**config.mk**
```make
export PLATFORM = sky130hd
export DESIGN_NAME = cmd_link_scheduler
export DESIGN_NICKNAME = d
export VERILOG_FILES = /design/src/rtl/cmd_link_scheduler_pkg.sv /design/src/rtl/cmd_link_scheduler_link_watchdog.sv /design/src/rtl/cmd_link_scheduler.sv
export SDC_FILE = /design/constraint.sdc
export NUM_CORES = 1
export LEC_CHECK = 0
export CAP_MARGIN = 20
export CORE_ASPECT_RATIO = 1.4
export CORE_MARGIN = 2
export CORE_UTILIZATION = 45
export DETAILED_ROUTE_END_ITERATION = 10
export PLACE_DENSITY = 0.81
export SYNTH_ARGS = -nofsm -noshare
export SYNTH_HDL_FRONTEND = slang
export SYNTH_SLANG_ARGS = --single-unit
export TNS_END_PERCENT = 1
```
**constraint.sdc**
```tcl
create_clock -name sys_clk_i -period 3.14 [get_ports sys_clk_i]
set_clock_uncertainty 0.15 [all_clocks]
set_input_delay 0.314 -clock sys_clk_i [delete_from_list [all_inputs] [get_ports sys_clk_i]]
set_output_delay 0.314 -clock sys_clk_i [all_outputs]
set_load 0.1 [all_outputs]
```
**src/rtl/cmd_link_scheduler_pkg.sv**
```systemverilog
`default_nettype none
// ============================================================================
// Module   : cmd_link_scheduler_pkg
// Purpose  : Shared definitions for the UART command-link scheduler: frame
//            layout, command bit positions, requester indices, FSM encoding
//            and the command sanitiser.
// Ports    : none (package)
// Revision : 1.0 - initial release
// ============================================================================
package cmd_link_scheduler_pkg;

  localparam logic [1:0] FRAME_HDR  = 2'b10;
  localparam logic [7:0] STOP_FRAME = 8'h80;

  localparam int CMD_W       = 6;
  localparam int CMD_FWD     = 0;
  localparam int CMD_BACK    = 1;
  localparam int CMD_LEFT    = 2;
  localparam int CMD_RIGHT   = 3;
  localparam int CMD_PLACE   = 4;
  localparam int CMD_DESTROY = 5;

  localparam int NUM_REQ    = 3;
  localparam int REQ_MANUAL = 0;
  localparam int REQ_SEMI   = 1;
  localparam int REQ_AUTO   = 2;

  typedef enum logic [1:0] {
    ST_IDLE = 2'd0,
    ST_LOAD = 2'd1,
    ST_SEND = 2'd2
  } state_e;

  // Contradictory pairs cancel to "neither" rather than picking a winner.
  function automatic logic [CMD_W-1:0] sanitise_cmd(input logic [CMD_W-1:0] cmd);
    logic [CMD_W-1:0] res;
    res = cmd;
    if (cmd[CMD_FWD] && cmd[CMD_BACK]) begin
      res[CMD_FWD]  = 1'b0;
      res[CMD_BACK] = 1'b0;
    end
    if (cmd[CMD_LEFT] && cmd[CMD_RIGHT]) begin
      res[CMD_LEFT]  = 1'b0;
      res[CMD_RIGHT] = 1'b0;
    end
    if (cmd[CMD_PLACE] && cmd[CMD_DESTROY]) begin
      res[CMD_PLACE]   = 1'b0;
      res[CMD_DESTROY] = 1'b0;
    end
    return res;
  endfunction

endpackage
`default_nettype wire

```
**src/rtl/cmd_link_scheduler_link_watchdog.sv**
```systemverilog
`default_nettype none
// ============================================================================
// Module   : link_watchdog
// Purpose  : Counts frame slots without a received byte, derives link_ok and
//            latches detector replies (forced to all-blocked while lost).
// Ports    : clk_i, rst_i      - clock, synchronous active-high reset
//            tick_i            - one-cycle frame slot strobe
//            rx_det_i[3:0]     - received detector bits {back,right,left,front}
//            rx_valid_i        - received byte strobe
//            link_ok_o         - reply seen within the last TIMEOUT_FRAMES slots
//            detectors_o[3:0]  - latched detectors, 4'b1111 while link lost
// Revision : 1.0 - initial release
// ============================================================================
module link_watchdog #(
  parameter int unsigned TIMEOUT_FRAMES = 50
) (
  input  logic       clk_i,
  input  logic       rst_i,
  input  logic       tick_i,
  input  logic [3:0] rx_det_i,
  input  logic       rx_valid_i,
  output logic       link_ok_o,
  output logic [3:0] detectors_o
);

  localparam int MISS_W = $clog2(TIMEOUT_FRAMES + 1);
  localparam logic [MISS_W-1:0] MISS_MAX = MISS_W'(TIMEOUT_FRAMES);

  logic [MISS_W-1:0] miss_q;
  logic              seen_q;
  logic [3:0]        det_q;

  always_ff @(posedge clk_i) begin
    if (rst_i) begin
      miss_q <= '0;
      seen_q <= 1'b0;
      det_q  <= 4'b1111;
    end else begin
      // A reply in the same cycle as a tick takes precedence.
      if (rx_valid_i) begin
        miss_q <= '0;
        seen_q <= 1'b1;
        det_q  <= rx_det_i;
      end else if (tick_i && (miss_q != MISS_MAX)) begin
        miss_q <= miss_q + 1'b1;
      end
    end
  end

  // miss saturates at MISS_MAX, so "!=" is the same as "<".
  assign link_ok_o   = seen_q && (miss_q != MISS_MAX);
  assign detectors_o = link_ok_o ? det_q : 4'b1111;

endmodule
`default_nettype wire

```
**src/rtl/cmd_link_scheduler.sv**
```systemverilog
`default_nettype none
// ============================================================================
// Module   : cmd_link_scheduler
// Purpose  : Periodic command-frame scheduler/arbiter for the UART link.
//            Each slot it picks one of three requesters (sticky owner,
//            otherwise manual > semi-auto > auto), sanitises and frames its
//            command and offers it to the transmitter with valid/ready.
//            A link watchdog forces stop frames when replies cease.
// Ports    : sys_clk_i, rst_i     - clock, synchronous active-high reset
//            req_valid_i[2:0]     - requester wants the link
//            req_cmd_i[17:0]      - per-requester 6-bit commands
//            grant_o[2:0]         - one-hot current owner
//            tx_data_o/valid_o    - frame byte and valid to transmitter
//            tx_ready_i           - transmitter accepts the byte
//            rx_data_i/valid_i    - detector reply byte and strobe
//            detectors_o[3:0]     - latched {back,right,left,front}
//            link_ok_o            - link alive
//            frame_sent_o         - pulse on accepted handshake
//            overrun_o            - sticky: a slot tick was dropped
// Revision : 1.0 - initial release
// ============================================================================
module cmd_link_scheduler
  import cmd_link_scheduler_pkg::*;
#(
  parameter int unsigned FRAME_PERIOD   = 100000,
  parameter int unsigned TIMEOUT_FRAMES = 50
) (
  input  logic        sys_clk_i,
  input  logic        rst_i,
  input  logic [2:0]  req_valid_i,
  input  logic [17:0] req_cmd_i,
  output logic [2:0]  grant_o,
  output logic [7:0]  tx_data_o,
  output logic        tx_valid_o,
  input  logic        tx_ready_i,
  input  logic [7:0]  rx_data_i,
  input  logic        rx_valid_i,
  output logic [3:0]  detectors_o,
  output logic        link_ok_o,
  output logic        frame_sent_o,
  output logic        overrun_o
);

  localparam int SLOT_W = $clog2(FRAME_PERIOD);

  // --------------------------------------------------------------------------
  // Slot counter
  // --------------------------------------------------------------------------
  logic [SLOT_W-1:0] slot_q;
  logic              tick;

  assign tick = (slot_q == SLOT_W'(FRAME_PERIOD - 1));

  always_ff @(posedge sys_clk_i) begin
    if (rst_i) begin
      slot_q <= '0;
    end else if (tick) begin
      slot_q <= '0;
    end else begin
      slot_q <= slot_q + 1'b1;
    end
  end

  // --------------------------------------------------------------------------
  // Link watchdog; only the detector nibble of the reply is meaningful.
  // --------------------------------------------------------------------------
  logic       link_ok;
  logic [3:0] unused_rx_hi;

  assign unused_rx_hi = rx_data_i[7:4];

  link_watchdog #(
    .TIMEOUT_FRAMES (TIMEOUT_FRAMES)
  ) u_link_watchdog (
    .clk_i       (sys_clk_i),
    .rst_i       (rst_i),
    .tick_i      (tick),
    .rx_det_i    (rx_data_i[3:0]),
    .rx_valid_i  (rx_valid_i),
    .link_ok_o   (link_ok),
    .detectors_o (detectors_o)
  );

  assign link_ok_o = link_ok;

  // --------------------------------------------------------------------------
  // Arbitration: the current owner keeps the link while it still asks for it.
  // --------------------------------------------------------------------------
  logic [2:0]       grant_q, grant_d;
  logic [2:0]       arb_grant;
  logic [CMD_W-1:0] arb_cmd;

  always_comb begin
    arb_grant = grant_q;
    if ((grant_q & req_valid_i) == 3'b000) begin
      arb_grant = 3'b000;
      if (req_valid_i[REQ_MANUAL])    arb_grant = 3'b001;
      else if (req_valid_i[REQ_SEMI]) arb_grant = 3'b010;
      else if (req_valid_i[REQ_AUTO]) arb_grant = 3'b100;
    end
  end

  always_comb begin
    arb_cmd = '0;
    for (int i = 0; i < NUM_REQ; i++) begin
      if (arb_grant[i]) arb_cmd = req_cmd_i[CMD_W*i +: CMD_W];
    end
  end

  // --------------------------------------------------------------------------
  // Frame FSM
  // --------------------------------------------------------------------------
  state_e     state_q, state_d;
  logic       pending_q, pending_d;
  logic       overrun_q, overrun_d;
  logic [7:0] tx_data_q, tx_data_d;
  logic       frame_sent_q, frame_sent_d;

  always_ff @(posedge sys_clk_i) begin
    if (rst_i) begin
      state_q      <= ST_IDLE;
      pending_q    <= 1'b0;
      overrun_q    <= 1'b0;
      grant_q      <= 3'b000;
      tx_data_q    <= STOP_FRAME;
      frame_sent_q <= 1'b0;
    end else begin
      state_q      <= state_d;
      pending_q    <= pending_d;
      overrun_q    <= overrun_d;
      grant_q      <= grant_d;
      tx_data_q    <= tx_data_d;
      frame_sent_q <= frame_sent_d;
    end
  end

  always_comb begin
    state_d      = state_q;
    pending_d    = pending_q;
    overrun_d    = overrun_q;
    grant_d      = grant_q;
    tx_data_d    = tx_data_q;
    frame_sent_d = 1'b0;

    case (state_q)
      ST_IDLE: begin
        if (tick || pending_q) begin
          state_d   = ST_LOAD;
          pending_d = 1'b0;
        end
      end
      ST_LOAD: begin
        grant_d = arb_grant;
        // Grant still moves with arbitration even when a stop is forced.
        if ((arb_grant == 3'b000) || !link_ok) begin
          tx_data_d = STOP_FRAME;
        end else begin
          tx_data_d = {FRAME_HDR, sanitise_cmd(arb_cmd)};
        end
        state_d = ST_SEND;
      end
      ST_SEND: begin
        if (tx_ready_i) begin
          state_d      = ST_IDLE;
          frame_sent_d = 1'b1;
        end
      end
      default: state_d = ST_IDLE;
    endcase

    // A tick that arrives while busy is remembered once; a second one is lost.
    if (tick && (state_q != ST_IDLE)) begin
      if (pending_q) overrun_d = 1'b1;
      pending_d = 1'b1;
    end
  end

  assign grant_o      = grant_q;
  assign tx_data_o    = tx_data_q;
  assign tx_valid_o   = (state_q == ST_SEND);
  assign frame_sent_o = frame_sent_q;
  assign overrun_o    = overrun_q;

endmodule
`default_nettype wire

```
==> reports/qor.yml <==
yosys:
  yosysTopAreaCell: "dfxtp_1"
  synthFlopType: "dfxtp_1"
  yosys.area_share.xor_xnor_pct: 7.89
  synth_top_cell_area_share_pct: 42.1
  ys_async_sr_fraction_pct: 0
  syn_area_per_cell_um2: 9.08
  synth_edf_count: 0
  yosysUniqueCellTypes: 47
  synth-compound-area-share_pct: 18.5
  synth.yosys.warnings: 0
  netlist_instances: 220
  synth.most_common_cell: "dfxtp_1"
  ys_ff_latch: 42
  yosys.area_share.simple_pct: 25.1
  syn_nets: 256
  synthMuxAreaShare_pct: 1.00
  synth_area_um2: 2000
  ys_seq_area_share_pct: 42.1
  yosys.area_share.adder_pct: 1.88
  synth_common_cells: "dfxtp_1 (42), nor2_1 (34), xor2_1 (11)"
  synth.area.top_cells: "dfxtp_1 (42%), nor2_1 (6.4%), xor2_1 (4.8%)"
  synth_top_family_by_area: "simple AND/OR/NAND/NOR gates"
layout:
  regArea_um2: 841
  area_growth_syn_to_layout_pct: 27.9
  antenna_cells: 0
  drive_gt1_share_pct: 12.7
  final_cells: 327
  num-nets-final: 302
  multi_input_area_um2: 1090
  fillCellCount: 403
  final_util_pct: 60.3
power_and_ir_drop:
  seqPwrFrac_pct: 52.9
  leakage_nw: 0.978
  pwr-share-comb_pct: 13.1
  swShare_pct: 24.5
  net-switching-power_mw: 0.253
  peakVddDrop_v: 0.000265
  clkPwrFrac_pct: 34.0
  power.density_nw_per_um2: 403
  internal_power_mw: 0.778
worst_hold_path:
  hold_class: "reg2reg"
critical_path:
  crit_required_ps: 2680
  path_class: "reg2out"
  cp-start-kind: "register"
  crit_fanout: 6
  critPathCaptureType: "output pin"
  crit_arrival_ps: 1990
status:
  status: "finished, final reports clean"
clock_tree:
  clock_path_buffers: 2
  clkTransAtPathRegs_ps: 70
  clock_latency_ps: 290
  tritoncts: "yes"
  postCtsSetupRepairBufs: 0
  root_buffer: "clkbuf_8"
  cts_inserted_buffers: 5
  post_cts_resize_count: 0
  cts_max_level: 2
  hold_buffers: 0
  cts_num_sinks: 42
placed_design:
  dp_hpwl_um: 3110
  numPortBuffers: 45
  place.gp.congestion: 0.764
  place_ws_ps: 785
  dp.cells: 319
timing:
  hold_violations: 0
  fmax_mhz: 407
  grt_setup_unrepaired: "false"
  final-setup-viol-count: 0
  hold_ws_ps: 316
  setup_tns_ps: 0
  finalWorstSetupSlack_ps: 683
  report.final.slew_viol_count: 0
  min_period_ps: 2460
  fin_crit_sh_pct: 78.3
  slew_headroom_pct: 35.5
  worstMarginPinSlew_ps: 965
drt:
  routedWlPerCell_um: 12.6
  viasPerCell: 5.20
  antenna_left: 0
  drt_first_pass_iters: 4
  vias: 1701
  wl_um: 4110
  drc: 0
  drt_iter0_drc: 58
floorplan:
  initial_core_util_pct: 47.1
  fp.dieW_um: 60.3
  row_count: 28
  dieArea_um2: 4990
  core-area_um2: 4240
  dieHeight_um: 82.8
  ioPinCount: 52
global_route:
  track_usage_pct: 17.1
  grt_antenna_before_repair: 0
  grt_max_degree: 16
  grt_pass1_vias: 1603
  grt_overflow_total: 0
  grt_pass1_wl_um: 6800
flow_run:
  cap_violations: 0
-- placed cells by master (no fill, tap or decap), types with 2 or more instances in the layout --
master	Yosys	routed
clkdlybuf4s50_1	0	33
a211oi_1	3	3
a221o_1	6	6
or2_2	6	6
ha_1	3	3
nor3_1	2	2
o21a_1	6	6
nand2b_1	2	2
nor2b_1	8	8
xor2_1	11	11
a32o_1	6	6
a211o_1	4	4
o21bai_1	2	2
nand4_1	3	3
buf_4	3	14
a21oi_1	2	2
and4b_1	2	2
nor2_1	34	34
nand2_1	10	10
inv_1	5	5
and4_1	3	3
clkbuf_8	0	6
nor4_1	2	2
xnor2_1	7	7
and3_1	5	5
o21ai_0	8	8
dfxtp_1	42	42
a22o_1	2	2
conb_1	2	2
nand3_1	8	8
mux2i_1	2	2
-- area by class of cell --
class                           instances  share of cell area [%]
Inverter                                5                   0.735
Clock inverter                          1                   0.196
Sequential cell                        42                    32.9
Clock buffer                            7                    3.38
Tap cell                               60                    2.94
Multi-Input combinational cell        165                    42.8
Timing Repair Buffer                   47                    17.0
-- flip-flops by register name, summed over array words and instances (netlist names) --
| signal | cells |
|---|---|
| frame_sent_o | 1 |
| grant_o | 3 |
| overrun_o | 1 |
| pending_q | 1 |
| slot_q | 17 |
| state_q | 2 |
| tx_data_o | 6 |
| u_link_watchdog.det_q | 4 |
| u_link_watchdog.miss_q | 6 |
| u_link_watchdog.seen_q | 1 |
-- stage by stage --
stage | total power [mW] | instance area [um2]
global placement | 0.691 | 2460
detailed placement | 0.693 | 2460
floorplan | 0.640 | 2000
global route | 1.08 | 2550
CTS | 1.05 | 2550
finish | 1.03 | 2550
-- path summary, 6_finish.rpt --
path                                     startpoint                        end  slack (ps)  depth (start not counted)
max          u_link_watchdog.miss_q[0]$_SDFFE_PP0P_             detectors_o[3]         680                          6
min                       tx_data_o[5]$_SDFFE_PP0N_  tx_data_o[5]$_SDFFE_PP0N_         320                          1
max reg2reg  u_link_watchdog.miss_q[0]$_SDFFE_PP0P_  tx_data_o[2]$_SDFFE_PP0N_        1100                          6
min reg2reg               tx_data_o[5]$_SDFFE_PP0N_  tx_data_o[5]$_SDFFE_PP0N_         320                          1
-- worst max-delay path, stage by stage, from the launching register on --
cell and delay, ps:
dfxtp_1 350, inv_1 70, ha_1 140, nand4b_1 110, o21ai_0 530, or2_2 220, buf_4 280
-- power by group through the flow --
stage          Combinational, mW  Clock [mW]  Sequential, mW
3_5_place_dp               0.135           0           0.558
6_report                   0.135       0.351           0.545
2_1_floorplan             0.0838           0           0.556
5_1_grt                    0.145       0.391           0.547
3_3_place_gp               0.134           0           0.557
4_1_cts                    0.136       0.366           0.545
-- logic make-up (layout without fill, tap and decap cells) --
| logic type | Yosys count | in the layout |
|---|---|---|
| flip-flops | 42 | 42 |
| AO/OA/AOI/OAI | 46 | 46 |
| multiplexers | 2 | 2 |
| AND/OR/NAND/NOR | 94 | 94 |
| adder cells (fa/ha/maj) | 3 | 3 |
| other | 2 | 2 |
| XOR/XNOR | 18 | 18 |
| buffers and inverters | 13 | 60 |
-- metal layers --
| layer | global-route usage [%] | wire length (um) |
|---|---|---|
| met4 | 6.46 | 84 |
| met1 | 19.7 | 1770 |
| met3 | 4.83 | 248 |
| met2 | 29.0 | 2010 |
| met5 | 0 | 0 |
Power figures use the tool's default switching activity.
